[src/rtl/ram_sp_sweep.sv]
// Single-port synchronous RAM that fills itself with INIT_VAL after reset or clr,
// then serves one read or write per clock behind a req/ready handshake.
module ram_sp_sweep #(
  parameter int unsigned       DATA_W   = 4,
  parameter int unsigned       ADDR_W   = 2,
  parameter int unsigned       DEPTH    = 4,
  parameter logic [DATA_W-1:0] INIT_VAL = '0
) (
  input  logic              clk,
  input  logic              rst,
  input  logic              clr,
  input  logic              req,
  input  logic              we,
  input  logic [ADDR_W-1:0] addr,
  input  logic [DATA_W-1:0] din,
  output logic              ready,
  output logic [DATA_W-1:0] dout,
  output logic              dout_valid,
  output logic              init_done
);

  localparam int unsigned LAST = DEPTH - 1;

  typedef enum logic {
    SWEEP = 1'b0,
    IDLE  = 1'b1
  } state_t;

  state_t            state, state_d;
  logic [ADDR_W-1:0] ptr, ptr_d;
  logic              ready_d;
  logic              init_done_d;
  logic              dout_valid_d;
  logic [DATA_W-1:0] dout_d;

  logic              mem_we_c;
  logic [ADDR_W-1:0] mem_addr_c;
  logic [DATA_W-1:0] mem_wdata_c;
  logic              in_range_c;

  logic [DATA_W-1:0] mem [DEPTH];

  // Addresses at or beyond DEPTH have no storage behind them.
  assign in_range_c = (32'(addr) < DEPTH);

  // Next-state, memory write port and registered-output next values.
  always_comb begin
    state_d      = state;
    ptr_d        = ptr;
    ready_d      = ready;
    init_done_d  = init_done;
    dout_d       = dout;
    dout_valid_d = 1'b0;
    mem_we_c     = 1'b0;
    mem_addr_c   = ptr;
    mem_wdata_c  = INIT_VAL;

    case (state)
      SWEEP: begin
        mem_we_c = 1'b1;
        if (32'(ptr) == LAST) begin
          state_d     = IDLE;
          ptr_d       = '0;
          ready_d     = 1'b1;
          init_done_d = 1'b1;
        end else begin
          ptr_d = ptr + ADDR_W'(1);
        end
      end
      IDLE: begin
        ready_d = 1'b1;
        if (clr) begin
          // clr wins over a same-edge request, which is dropped.
          state_d     = SWEEP;
          ptr_d       = '0;
          ready_d     = 1'b0;
          init_done_d = 1'b0;
        end else if (req) begin
          if (we) begin
            mem_we_c    = in_range_c;
            mem_addr_c  = addr;
            mem_wdata_c = din;
          end else begin
            dout_d       = in_range_c ? mem[addr] : '0;
            dout_valid_d = 1'b1;
          end
        end
      end
      default: begin
        state_d = SWEEP;
        ptr_d   = '0;
      end
    endcase
  end

  // State and output registers.
  always_ff @(posedge clk) begin
    if (rst) begin
      state      <= SWEEP;
      ptr        <= '0;
      ready      <= 1'b0;
      init_done  <= 1'b0;
      dout       <= '0;
      dout_valid <= 1'b0;
    end else begin
      state      <= state_d;
      ptr        <= ptr_d;
      ready      <= ready_d;
      init_done  <= init_done_d;
      dout       <= dout_d;
      dout_valid <= dout_valid_d;
    end
  end

  // Storage is not reset; the sweep overwrites it.
  always_ff @(posedge clk) begin
    if (mem_we_c && !rst) begin
      mem[mem_addr_c] <= mem_wdata_c;
    end
  end

endmodule
[config.mk]
export PLATFORM = sky130hd
export DESIGN_NAME = ram_sp_sweep
export DESIGN_NICKNAME = d
export VERILOG_FILES = /design/src/rtl/ram_sp_sweep.sv
export SDC_FILE = /design/constraint.sdc
export NUM_CORES = 1
export LEC_CHECK = 0
export CAP_MARGIN = 25
export CORE_MARGIN = 2
export CORE_UTILIZATION = 48
export CTS_BUF_LIST = sky130_fd_sc_hd__clkbuf_8
export DETAILED_ROUTE_END_ITERATION = 6
export GPL_TIMING_DRIVEN = 0
export PLACE_DENSITY_LB_ADDON = 0.1
export SLEW_MARGIN = 5
export SYNTH_ARGS = -nofsm -noshare
export SYNTH_HDL_FRONTEND = slang
export SYNTH_SLANG_ARGS = --single-unit
[constraint.sdc]
create_clock -name clk -period 1.8 [get_ports clk]
set_clock_uncertainty 0.1 [all_clocks]
set_input_delay 0.36 -clock clk [delete_from_list [all_inputs] [get_ports clk]]
set_output_delay 0.36 -clock clk [all_outputs]
set_load 0.05 [all_outputs]
==> qor.csv <==
stage;metric;value;unit
place;dp.final_hpwl;1.30;mm
cells_and_area;drive_above_1_share;19.8;%
synth;syn_area;1100;um^2
drt;dr_wl_met3;88;um
synth;synthTopCellsByArea;edfxtp_1 44%, dfxtp_1 18%, mux4_2 8.2%;
grt;overflow;0;
grt;grt_pass1_wl;2.95;mm
cells_and_area;register_area;681;um^2
place;dpl.cell_count;125;
timing;setup-violations-final;0;
power_and_ir_drop;switching_share;21.9;%
synth;seq_area_frac_synth;61.8;%
timing;hold_viol;0;
place;gp_congestion;0.693;
clock_tree;ctsHoldBuffers;0;
place;port_buffers;15;
run;drv_cap;0;
power_and_ir_drop;seqPwrFrac;51.7;%
floorplan;initial_utilization;50.3;%
drt;route.detailed.drc;0;
floorplan;die_x;51.9;um
drt;drtPass1Iterations;4;
place;preCtsSetupSlack;-0.700;ns
worst_setup_path;critical_path_peak_fanout;8;
power_and_ir_drop;leakage;0.506;nW
worst_setup_path;critPathLaunchType;primary input;
worst_setup_path;critPathArrivalTime;1.54;ns
synth;yosysWarnings;0;
power_and_ir_drop;clkPwrFrac;35.6;%
synth;yosys_register_bits;26;
place;place_area;1290;um^2
synth;synth_top_area_share;43.6;%
timing;rsz0062_at_grt;false;
drt;top_layer;met4;
drt;wire_per_inst;14.1;um
timing;finalCriticalPeriod;1.72;ns
synth;synth_top_cell_by_area;edfxtp_1;
worst_setup_path;critPathRequiredTime;1.62;ns
drt;drt_wl_total;1.82;mm
floorplan;rows;17;
worst_setup_path;endpoint_kind;register;
cells_and_area;nets;114;
timing;worst_pin_slew;0.490;ns
power_and_ir_drop;power_frac_comb;12.7;%
floorplan;io_pins;18;
power_and_ir_drop;p_per_area;982;nW/um^2
drt;vias_per_cell;5.30;
clock_tree;cts_resized;15;
drt;dr_wl_met2;853;um
floorplan;die_area;2690;um^2
drt;drt_iter0_drc;17;
clock_tree;htree_levels;1;
power_and_ir_drop;intPower;0.00105;W
grt;track_usage;16.0;%
cells_and_area;multiInputGateArea;409;um^2
timing;setup_ws;0.0768;ns
worst_setup_path;criticalPathCategory;in -> reg;
timing;fin_setup_tns;0;ns
power_and_ir_drop;p_switching;0.000295;W
clock_tree;cts_sinks;26;
grt;grt_max_degree;16;
cells_and_area;syn_to_final_growth;24.4;%
clock_tree;clk_pin_slew;0.08;ns
clock_tree;cts_buffers;3;
grt;antenna_found_initial;0;
clock_tree;postCtsSetupBuffers;0;
power_and_ir_drop;vdd_drop_max;501;uV
drt;vias;684;
drt;ant_nets;0;
clock_tree;cts-root-buf;clkbuf_8;
synth;synthesis.nets;94;
clock_tree;insertion_delay;0.27;ns
cells_and_area;fin_cells;129;
clock_tree;clock_path_buffers;2;
timing;whs;0.381;ns
run_status;outcome;finished clean;
drt;wl_met1;817;um
grt;grt_pass1_vias;636;
timing;slew_headroom;67.4;%
timing;report.final.slew_viol_count;0;
timing;finalCritPeriodShare;95.7;%
synth;syn_inst;82;
cells_and_area;nFillCells;178;
clock_tree;cts_tree;built;
synth;synth_cell_type_count;25;
synth;synth.avg_cell_area;13.4;um^2
floorplan;die_h;51.9;um
cells_and_area;n_antenna_cell;0;
floorplan;placeableCoreArea;2190;um^2
cells_and_area;finalInstanceArea;1370;um^2
timing;clock.fmax;580;MHz
worst_hold_path;hold_path_class;reg -> reg;
==> stage by stage <==
step                utilization, %  total power (W)
finish                        62.5          0.00135
global route                  62.5          0.00140
CTS                           62.5          0.00135
detailed placement            58.7         0.000873
global placement              58.7         0.000868
floorplan                        -         0.000816
==> logic make-up after synthesis <==
| family | after synthesis | synth area share [%] |
|---|---|---|
| AOI/OAI and AO/OA | 10 | 5.11 |
| adders and majority gates | 1 | 1.14 |
| buffers and inverters | 7 | 3.30 |
| DFF | 26 | 61.8 |
| muxes | 8 | 11.8 |
| and+or+nand+nor | 30 | 16.8 |
==> cell usage after synthesis <==
master	instances
a21o_1	1
nor2b_1	2
mux4_2	4
and4bb_2	1
clkbuf_1	3
nand3_1	3
and4b_1	1
nor3_1	2
buf_6	1
nand2b_1	1
nand3b_1	5
and2_2	4
a211oi_1	1
ha_1	1
nor2_1	7
mux2i_1	4
buf_2	2
nand2_1	1
a31oi_1	1
inv_1	1
a21oi_1	7
dfxtp_1	10
or3_1	2
nand4b_1	1
edfxtp_1	16
==> cells in the final DEF (no fill, tap or decap) <==
| cell | instances |
|---|---|
| nand3_1 | 3 |
| a21oi_1 | 5 |
| or3_4 | 2 |
| nand2b_1 | 1 |
| dlygate4sd2_1 | 10 |
| and2_2 | 4 |
| clkbuf_8 | 3 |
| and4b_1 | 1 |
| nand3b_1 | 5 |
| a21oi_2 | 1 |
| nor2b_1 | 2 |
| clkdlybuf4s50_1 | 5 |
| mux4_2 | 4 |
| a31oi_1 | 1 |
| nand2_1 | 1 |
| ha_1 | 1 |
| bufinv_16 | 1 |
| buf_2 | 2 |
| nor2_1 | 7 |
| nor3_1 | 2 |
| clkbuf_1 | 3 |
| a21o_1 | 1 |
| dfxtp_1 | 10 |
| a211oi_1 | 1 |
| and4bb_2 | 1 |
| buf_6 | 1 |
| nand4b_1 | 1 |
| a21oi_4 | 1 |
| edfxtp_1 | 16 |
| inv_1 | 1 |
| mux2i_1 | 4 |
==> routing by layer <==
| metal | global-route usage (%) | vias to the layer above |
|---|---|---|
| met3 | 2.87 | 5 |
| met1 | 21.3 | 322 |
| met4 | 11.8 | 0 |
| met5 | 0 | - |
| li1 | - | 341 |
| met2 | 23.4 | 16 |
==> worst paths after layout <==
kind | slack [ns] | end | depth (start not counted) | start
worst min register to register | 0.38 | init_done | 2 | init_done
worst max-delay path | 0.08 | mem[1][3] | 5 | clr
worst max register to register | 0.14 | mem[1][3] | 3 | state
worst min-delay path | 0.38 | init_done | 2 | init_done
==> final cells by class <==
cell class / instances / area share [%]
clock buffers: 3 / 3.01
multi-input cells: 49 / 29.9
clock inverters: 1 / 2.19
repair buffers: 15 / 10.0
flip-flops and latches: 26 / 49.7
well taps: 28 / 2.56
inverters: 1 / 0.274
plain buffers: 6 / 2.37
==> state kept, by name, indices dropped and copies added (netlist names) <==
signal,cells
dout_valid,1
mem,16
ready,1
ptr,2
state,1
dout,4
init_done,1
==> power groups by stage <==
stage | Sequential [W] | Combinational [W] | Clock [W]
final | 0.000695 | 0.000171 | 0.000479
after detailed placement | 0.000708 | 0.000164 | 0
after global routing | 0.000702 | 0.000188 | 0.000515
after CTS | 0.000695 | 0.000172 | 0.000486
after floorplan | 0.000723 | 0.0000925 | 0
after global placement | 0.000705 | 0.000162 | 0
==> worst max-delay path, cell delays in order <==
cell	delay (ns)
dlygate4sd2_1	0.29
and4b_1	0.29
buf_6	0.13
nand3b_1	0.08
a21oi_1	0.39
(Power assumes the default switching activity.)
